<file path="config.mk">
export PLATFORM = sky130hd
export DESIGN_NAME = stepper_step_decoder
export DESIGN_NICKNAME = d
export VERILOG_FILES = /design/src/rtl/stepper_pkg.sv /design/src/rtl/coil_sync.sv /design/src/rtl/stepper_step_decoder.sv
export SDC_FILE = /design/constraint.sdc
export NUM_CORES = 1
export LEC_CHECK = 0
export CORE_AREA = 2 2 103 95
export CTS_BUF_LIST = sky130_fd_sc_hd__clkbuf_4
export DETAILED_ROUTE_END_ITERATION = 8
export DIE_AREA = 0 0 105 97
export PLACE_DENSITY_LB_ADDON = 0.12
export SYNTH_ARGS = -nofsm -noshare
export SYNTH_HDL_FRONTEND = slang
export SYNTH_HIERARCHICAL = 1
export SYNTH_SLANG_ARGS = --single-unit
</file>
<file path="constraint.sdc">
create_clock -name clk -period 6.3 [get_ports clk]
set_input_delay 1.575 -clock clk [delete_from_list [all_inputs] [get_ports clk]]
set_output_delay 1.575 -clock clk [all_outputs]
set_load 0.005 [all_outputs]
</file>
<file path="src/rtl/stepper_pkg.sv">
// -----------------------------------------------------------------------------
// stepper_pkg
// Shared definitions for the stepper coil bus: wave-drive coil patterns, error
// codes, direction encoding and a helper that classifies a coil pattern.
// Used by stepper_step_decoder and stepper_motor_driver.
// -----------------------------------------------------------------------------
package stepper_pkg;

  // Wave-drive patterns: exactly one coil energised per phase
  localparam logic [3:0] COIL_OFF = 4'b0000;
  localparam logic [3:0] COIL_PH0 = 4'b0001;
  localparam logic [3:0] COIL_PH1 = 4'b0010;
  localparam logic [3:0] COIL_PH2 = 4'b0100;
  localparam logic [3:0] COIL_PH3 = 4'b1000;

  localparam logic [1:0] ERR_NONE    = 2'b00;
  localparam logic [1:0] ERR_ILLEGAL = 2'b01;
  localparam logic [1:0] ERR_SKIP    = 2'b10;

  localparam logic DIR_FWD = 1'b1;
  localparam logic DIR_REV = 1'b0;

  // Phase distance (new - last) mod 4 classification
  localparam logic [1:0] DELTA_FWD  = 2'd1;
  localparam logic [1:0] DELTA_SKIP = 2'd2;
  localparam logic [1:0] DELTA_REV  = 2'd3;

  typedef enum logic [1:0] {
    PAT_OFF,
    PAT_PHASE,
    PAT_ILLEGAL
  } coil_kind_t;

  typedef struct packed {
    coil_kind_t kind;
    logic [1:0] phase;
  } coil_dec_t;

  function automatic coil_dec_t decode_coil(input logic [3:0] pat);
    coil_dec_t r;
    r.kind  = PAT_ILLEGAL;
    r.phase = 2'd0;
    case (pat)
      COIL_OFF: r.kind = PAT_OFF;
      COIL_PH0: begin r.kind = PAT_PHASE; r.phase = 2'd0; end
      COIL_PH1: begin r.kind = PAT_PHASE; r.phase = 2'd1; end
      COIL_PH2: begin r.kind = PAT_PHASE; r.phase = 2'd2; end
      COIL_PH3: begin r.kind = PAT_PHASE; r.phase = 2'd3; end
      default:  r.kind = PAT_ILLEGAL;
    endcase
    return r;
  endfunction

endpackage

</file>
<file path="src/rtl/coil_sync.sv">
// -----------------------------------------------------------------------------
// coil_sync
// Parameterised-width two-flop synchronizer for bringing the (possibly
// asynchronous) coil bus into the clk domain.
// Ports:
//   clk  in  1  sampling clock
//   rst  in  1  asynchronous, active-low reset (clears both stages)
//   d    in  W  asynchronous input
//   q    out W  synchronized output (2-cycle latency)
// -----------------------------------------------------------------------------
module coil_sync #(
  parameter int W = 4
) (
  input  logic         clk,
  input  logic         rst,
  input  logic [W-1:0] d,
  output logic [W-1:0] q
);

  logic [W-1:0] meta;

  always_ff @(posedge clk or negedge rst) begin
    if (!rst) begin
      meta <= '0;
      q    <= '0;
    end else begin
      meta <= d;
      q    <= meta;
    end
  end

endmodule

</file>
<file path="src/rtl/stepper_step_decoder.sv">
// -----------------------------------------------------------------------------
// stepper_step_decoder
// Receive-side monitor for a 4-bit wave-drive stepper coil bus. Decodes phase
// transitions into step/direction events, keeps a signed position count,
// reports motion activity and latches the first sequence error.
// Ports:
//   clk       in  1      system clock
//   rst       in  1      asynchronous, active-low reset
//   coil      in  4      coil bus (may be asynchronous to clk)
//   pos_clr   in  1      synchronous clear of position (wins over a step)
//   err_clr   in  1      synchronous clear of err/err_code (loses to a new error)
//   step      out 1      one-cycle pulse per decoded step
//   dir       out 1      direction of last step (1 = forward)
//   position  out POS_W  signed step count, wraps
//   moving    out 1      high while steps arrive within IDLE_CYCLES
//   err       out 1      sticky error flag
//   err_code  out 2      first error since last clear (01 illegal, 10 skip)
// -----------------------------------------------------------------------------
module stepper_step_decoder
  import stepper_pkg::*;
#(
  parameter int POS_W       = 16,
  parameter int IDLE_CYCLES = 1000000
) (
  input  logic                    clk,
  input  logic                    rst,
  input  logic [3:0]              coil,
  input  logic                    pos_clr,
  input  logic                    err_clr,
  output logic                    step,
  output logic                    dir,
  output logic signed [POS_W-1:0] position,
  output logic                    moving,
  output logic                    err,
  output logic [1:0]              err_code
);

  localparam int              CNT_W   = $clog2(IDLE_CYCLES);
  localparam logic [CNT_W-1:0] CNT_MAX = CNT_W'(IDLE_CYCLES - 1);

  logic [3:0]       coil_s;
  logic [3:0]       coil_h;
  logic [1:0]       last_phase;
  logic             last_valid;
  logic [CNT_W-1:0] idle_cnt;

  coil_dec_t        dec;
  logic             changed;
  logic [1:0]       delta;
  logic             phase_load;
  logic             step_fwd;
  logic             step_rev;
  logic             step_ev;
  logic             err_ev;
  logic [1:0]       err_new;
  logic [CNT_W-1:0] cnt_next;

  coil_sync #(
    .W (4)
  ) u_coil_sync (
    .clk (clk),
    .rst (rst),
    .d   (coil),
    .q   (coil_s)
  );

  // Decode only acts on the cycle coil_s differs from the previous sample, so a
  // held pattern is evaluated exactly once.
  always_comb begin
    dec        = decode_coil(coil_s);
    changed    = (coil_s != coil_h);
    delta      = dec.phase - last_phase;
    phase_load = 1'b0;
    step_fwd   = 1'b0;
    step_rev   = 1'b0;
    err_ev     = 1'b0;
    err_new    = ERR_NONE;
    if (changed) begin
      case (dec.kind)
        PAT_PHASE: begin
          phase_load = 1'b1;
          // First phase after reset only seeds last_phase. Delta 0 can occur
          // when returning to the same phase via off/illegal: not a step.
          if (last_valid) begin
            if (delta == DELTA_FWD) begin
              step_fwd = 1'b1;
            end else if (delta == DELTA_REV) begin
              step_rev = 1'b1;
            end else if (delta == DELTA_SKIP) begin
              err_ev  = 1'b1;
              err_new = ERR_SKIP;
            end
          end
        end
        PAT_ILLEGAL: begin
          err_ev  = 1'b1;
          err_new = ERR_ILLEGAL;
        end
        default: ;
      endcase
    end
    step_ev = step_fwd | step_rev;
  end

  always_comb begin
    cnt_next = idle_cnt;
    if (step_ev) begin
      cnt_next = '0;
    end else if (idle_cnt != CNT_MAX) begin
      cnt_next = idle_cnt + CNT_W'(1);
    end
  end

  always_ff @(posedge clk or negedge rst) begin
    if (!rst) begin
      coil_h     <= '0;
      last_phase <= '0;
      last_valid <= 1'b0;
    end else begin
      coil_h <= coil_s;
      if (phase_load) begin
        last_phase <= dec.phase;
        last_valid <= 1'b1;
      end
    end
  end

  always_ff @(posedge clk or negedge rst) begin
    if (!rst) begin
      step     <= 1'b0;
      dir      <= 1'b0;
      position <= '0;
      idle_cnt <= '0;
      moving   <= 1'b0;
    end else begin
      step     <= step_ev;
      idle_cnt <= cnt_next;
      // moving only rises on a step; after reset the counter free-runs to
      // saturation without raising it.
      moving   <= step_ev | (moving & (cnt_next != CNT_MAX));
      if (step_fwd) begin
        dir <= DIR_FWD;
      end else if (step_rev) begin
        dir <= DIR_REV;
      end
      if (pos_clr) begin
        position <= '0;
      end else if (step_fwd) begin
        position <= position + POS_W'(1);
      end else if (step_rev) begin
        position <= position - POS_W'(1);
      end
    end
  end

  // A new error beats a simultaneous clear; the code only latches when no
  // error is pending (or is being cleared this cycle).
  always_ff @(posedge clk or negedge rst) begin
    if (!rst) begin
      err      <= 1'b0;
      err_code <= ERR_NONE;
    end else if (err_ev) begin
      err <= 1'b1;
      if (!err || err_clr) begin
        err_code <= err_new;
      end
    end else if (err_clr) begin
      err      <= 1'b0;
      err_code <= ERR_NONE;
    end
  end

endmodule
</file>
* After elaboration in Yosys (flattened, before gate mapping)
Index checks and enable logic that the tools add are counted.
** Storage, ports and cells
- Register bits after elaboration :: 57
- Input port bits :: 8
- Output and inout bits :: 22
- Logic and storage cells :: 77
** Cells by class
- $add $sub $neg :: 4
- Equality and inequality tests :: 13
- Multiplexer cells :: 37
- Bitwise gates (word level) :: 3
- Reduce and logical (&&, ||, !) cells :: 8
** Operator list (number)
- 16-bit 2-to-1 mux :: 3
- 20-bit 2-to-1 mux :: 2
- 20-bit inequality test (second input constant) :: 2
- 20-bit by 1-bit adder with 20-bit output (second input constant) :: 1
- 1-bit 2-to-1 mux :: 20
- 16-bit by 2-bit adder with 16-bit output (second input constant) :: 1
- 2-bit 2-to-1 mux :: 8
- 16-bit by 2-bit subtractor with 16-bit output (second input constant) :: 1
- 2-bit one-hot mux with 2 select lines :: 2
- 2-bit == test (second input constant) :: 3
- 2-bit one-hot mux with 3 select lines :: 1
- 2-bit by 1-bit == test with 1-bit output (second input constant) :: 2
- 4-bit by 1-bit == test with 1-bit output (second input constant) :: 1
- 4-bit by 2-bit == test with 1-bit output (second input constant) :: 1
- 4-bit by 3-bit == test with 1-bit output (second input constant) :: 1
- 4-bit == test (second input constant) :: 1
- 4-bit logical NOT :: 1
- 4-bit inequality test :: 1
- 2-bit nonzero test :: 2
- 4-bit OR reduction :: 1
- 3-bit nonzero test :: 1
- 2-bit by 1-bit inequality test with 1-bit output (second input constant) :: 1
- 1-bit bitwise OR :: 2
- 1-bit one-hot mux with 2 select lines :: 1
- other kinds (5) :: 5

* Depth between registers and ports, before layout
- Depth after elaboration :: 14
- Mapped depth :: 17
- Depth with buffers taken out :: 15

* Cells and area by module
Netlist, hierarchy kept.
** By module, submodules not included
- stepper_step_decoder :: times used 1, cells each 346, area an instance 3245.6 µm², sequential area each 1226.2 µm²
- coil_sync :: times used 1, cells each 8, area an instance 200.2 µm², sequential area each 200.2 µm²

* Least setup slack after synthesis
OpenSTA, ideal clock, no wires.
- Kind :: reg-to-reg
- From :: register u_coil_sync.q[1]
- To :: register position[14]
- Setup time :: 0.125 ns
- Data arrival time :: 3.794 ns
- Data required time :: 6.175 ns
- Path slack :: 2.381 ns
- Stages on the path, launching flop included :: 18
- Path buffers :: 2
- Period minus slack after synthesis :: 3.919 ns
- Cell sequence :: dfrtp_1 buf_6 xnor2_1 or3_1 ha_1 nor2b_1 nand3_4 inv_4 buf_6 nand2b_1 ha_1 and2_1 nor2b_1 a2111oi_0 o31ai_1 a31oi_1 or4_1 nand3_1
** On the way
- Word-level cells in the longest chain between the ends :: 10
- Elaborated cells between the ends (all ways) :: 25
- Classes of those cells :: add/sub: 1; eq/ne: 8; mux: 13; reduce/logical: 3
** RTL lines
- start: declaration :: line coil_sync.sv:17 : output logic [W-1:0] q
- start signal: assignment :: line coil_sync.sv:28 : q <= meta;
- 4-bit == test, or another cell as far along :: line stepper_pkg.sv:43 : case (pat)
- 2-bit one-hot mux with 3 select lines :: line stepper_pkg.sv:43
- 2-bit subtractor :: line stepper_step_decoder.sv:72 : delta = dec.phase - last_phase;
- 2-bit == test or 2-bit by 1-bit == test with 1-bit output (tied branches) :: line stepper_step_decoder.sv:87, stepper_step_decoder.sv:85
- 1-bit 2-to-1 mux (on tied branches) :: line stepper_step_decoder.sv:87, stepper_step_decoder.sv:85
- 1-bit 2-to-1 mux (on tied branches) :: line stepper_step_decoder.sv:85, stepper_step_decoder.sv:84
- 1-bit 2-to-1 mux (on tied branches) :: line stepper_step_decoder.sv:84, stepper_step_decoder.sv:79
- 1-bit 2-to-1 mux (on tied branches) :: line stepper_step_decoder.sv:79, stepper_step_decoder.sv:78
- 1-bit 2-to-1 mux or 16-bit 2-to-1 mux (tied branches) :: line stepper_step_decoder.sv:78, stepper_step_decoder.sv:148
- 3-bit nonzero test (no source line) or 16-bit 2-to-1 mux (tied branches)
- end signal: assignment :: line stepper_step_decoder.sv:149 : position <= position + POS_W'(1);
- end signal: assignment :: line stepper_step_decoder.sv:151 : position <= position - POS_W'(1);
- end: declaration :: line stepper_step_decoder.sv:32 : output logic signed [POS_W-1:0] position,
Several ways; a longest one is shown, not always the timed one.
A chain may end at the register's enable or synchronous reset.

* Final worst setup path
- From :: register u_coil_sync.q[1]
- To :: register position[15]
Same word-level chain as after synthesis.

==> impl_metrics.py <==
metrics = {
    "finish": {
        "num_antenna_cells": 0,
        "syn2layout_area_growth_pct": 14.1,
        "final_common_cell": "dfrtp_1",
        "final_cell_mix": "dfrtp_1, nand2_1, nor2_1",
        "layout.nets": 407,
        "drive_gt1_share_pct": 9.61,
        "nFillCells": 917,
    },
    "die": {
        "die_x_microns": 105,
        "die_area_sq_um": 10200,
        "die_h_microns": 97,
        "core.rowCount": 33,
        "io_pins": 30,
        "fp.coreArea_sq_um": 9000,
        "start_util_pct": 38.3,
    },
    "synth": {
        "synth-edff-count": 0,
        "ys_async_sr_fraction_pct": 100,
        "synth_warnings": 6,
        "ys_seq_elements": 57,
        "syn_area_sq_um": 3450,
        "synthCells": 354,
        "synthFlopType": "dfrtp_1",
        "ys_types": 59,
        "synthesis.nets": 381,
        "syn_avg_cell_area_sq_um": 9.73,
        "yosysSeqAreaShare_pct": 41.4,
    },
    "cts": {
        "cts_resized": 0,
        "post_cts_buffers": 0,
        "cts_tree": "yes",
        "clockBufferDepth": 2,
        "clkSinkCount": 57,
        "clk_pin_slew_ns": 0.11,
        "clk_latency_ns": 0.42,
        "h-tree-depth": 3,
        "postCtsHoldBufs": 0,
        "cts-root-buf": "clkbuf_4",
        "cts_made_buffers": 9,
    },
    "power_and_ir_drop": {
        "vdd_drop_max_mv": 0.130,
        "pwr_density_cell_nw_per_um2": 288,
        "leakage_nw": 1.59,
    },
    "drt": {
        "wl_per_cell_microns": 14.4,
        "ant_nets": 0,
        "top_layer_used": "met4",
        "routed-wl-met3_microns": 253,
        "dr_wl_met2_mm": 3.13,
        "vias": 2617,
        "viasPerCell": 5.16,
        "wl_met1_mm": 3.79,
        "first_pass_iters": 4,
        "drtIter0Drc": 102,
        "drc": 0,
        "routed_wl_mm": 7.28,
    },
    "critical_path": {
        "arrival_ns": 5.19,
        "worst-r2r-setup-slack_ns": 1.46,
        "path_delay_family": "simple AND/OR/NAND/NOR gates",
        "cp-startpoint": "u_coil_sync/q[1]$_DFF_PN0_",
        "max_stage_delay_ns": 0.53,
        "crit_chain": "xnor2_1 > or3_1 > ha_1 > nor2b_1 > nand3_4 > inv_4 > nand2b_1 > ha_1 > a211oi_1 > o21a_1 > o211ai_1 > a311oi_1 > xor2_1 > or3_1 > a21oi_1",
        "r2r-start": "u_coil_sync/q[1]$_DFF_PN0_",
        "cp.required_ns": 6.65,
        "worst_setup_path_start_kind": "flop",
        "r2r_cells": 15,
        "crit_type": "flop to flop",
        "r2r-end": "position[15]$_DFFE_PN0P_",
        "crit_fanout": 39,
        "crit_slowest_cell": "nand2b_1",
        "path_buf_inv": 1,
        "cp-end-kind": "flop",
    },
    "grt": {
        "grtUsageTotal_pct": 15.9,
        "grt_max_degree": 58,
        "grt-ovfl-total": 0,
        "antenna_found_initial": 0,
        "grt_pass1_wl_mm": 12.9,
        "grt_pass1_vias": 2620,
    },
    "timing": {
        "fmax_mhz": 207,
        "setup_tns_ns": 0,
        "setup_violations": 0,
        "whs_ns": 0.359,
        "worst_pin_slew_ns": 0.745,
        "slew_headroom_pct": 50.4,
        "clock_skew_ns": 0.0159,
        "setup_ws_ns": 1.46,
        "rsz0062_at_grt": "false",
        "finalCriticalPeriod_ns": 4.84,
        "period_share_pct": 76.8,
        "final_hold_viol_count": 0,
        "report.final.slew_viol_count": 0,
    },
    "placement": {
        "dp_hpwl_mm": 5.02,
        "gp_congestion": 0.857,
        "preCtsSetupSlack_ns": 1.45,
        "port-buffer-count": 29,
    },
    "hold_path": {
        "worst_hold_path.endpoint": "u_coil_sync/q[0]$_DFF_PN0_",
        "hold_path_class": "flop to flop",
        "hold_depth": 0,
        "hold_start": "u_coil_sync/meta[0]$_DFF_PN0_",
    },
    "run_status": {
        "outcome": "finished clean",
    },
    "flow_run": {
        "cap_violations": 0,
    },
}
[registers in the layout, indices dropped and copies added (netlist names)]
name / flops
last_valid: 1
dir: 1
step: 1
u_coil_sync/q: 4
position: 16
err_code: 2
last_phase: 2
moving: 1
err: 1
coil_h: 4
u_coil_sync/meta: 4
idle_cnt: 20
[how the worst max path moves through the flow]
stage                                    end  cells after the start  slack [ns]
floorplan           position[14]$_DFFE_PN0P_                     17        2.38
global placement    position[14]$_DFFE_PN0P_                     15        1.55
detailed placement  position[14]$_DFFE_PN0P_                     15        1.45
CTS                 position[15]$_DFFE_PN0P_                     15        1.39
global route        position[15]$_DFFE_PN0P_                     15        0.93
finish              position[15]$_DFFE_PN0P_                     15        1.46
[where the power goes]
group | total [W] | switching [W] | leakage (nW) | internal, W
registers | 0.000464 | 0.0000543 | 0.733 | 0.000410
logic | 0.000338 | 0.000180 | 0.775 | 0.000158
clock network | 0.000328 | 0.000164 | 0.0831 | 0.000164
total | 0.00113 | 0.000399 | 1.59 | 0.000732
[synthesized netlist by cell type, drive strengths merged (4+ instances only)]
library cell / instances / area share (%)
xor2: 10 / 2.5
o21ai: 13 / 1.9
a211oi: 6 / 1.6
a21o: 5 / 1.1
nand2: 42 / 4.6
a21oi: 24 / 3.5
nand3: 9 / 1.7
and3: 5 / 0.98
nand2b: 4 / 0.73
buf: 11 / 2.9
nor2b: 7 / 1.3
nand4: 11 / 2.2
nor2: 33 / 3.6
and4: 6 / 1.6
ha: 18 / 6.5
dfrtp: 57 / 41
clkbuf: 5 / 1.1
a31oi: 4 / 0.73
or3: 4 / 0.73
xnor2: 27 / 6.9
nor3: 13 / 2.2
[cells by family after synthesis]
kind of cell / Yosys count / synth area share [%]
mux: 1 / 0.327
flops: 57 / 41.4
fa+ha+maj: 19 / 7.12
buf+inv: 19 / 4.39
xor+xnor: 37 / 9.40
simple gates: 150 / 23.8
compound gates: 71 / 13.5
[layer usage]
| layer | track usage (%) | vias to the layer above |
|---|---|---|
| met3 | 4.11 | 13 |
| met5 | 0 | - |
| met1 | 22.6 | 1241 |
| met4 | 5.54 | 0 |
| met2 | 23.3 | 39 |
| li1 | - | 1324 |
[cell type report]
cell class / instances / area (sq um) / area share (%)
multi-input combinational: 278 / 1870 / 47.5
sequential: 57 / 1430 / 36.3
timing repair buffer: 31 / 300 / 7.64
tap: 122 / 153 / 3.88
clock inverter: 7 / 101 / 2.58
clock buffer: 9 / 67.6 / 1.72
inverter: 3 / 13.8 / 0.350
[per-stage QoR]
stage,area [sq um],util (%),total power [W],instances
final,3930,43.7,0.00113,507
after global routing,3930,43.7,0.00121,507
after CTS,3930,43.7,0.00115,507
after detailed placement,3760,41.8,0.000810,491
after global placement,3760,41.8,0.000809,491
after floorplan,3450,-,0.000718,354
Power figures use the tool's default switching activity.
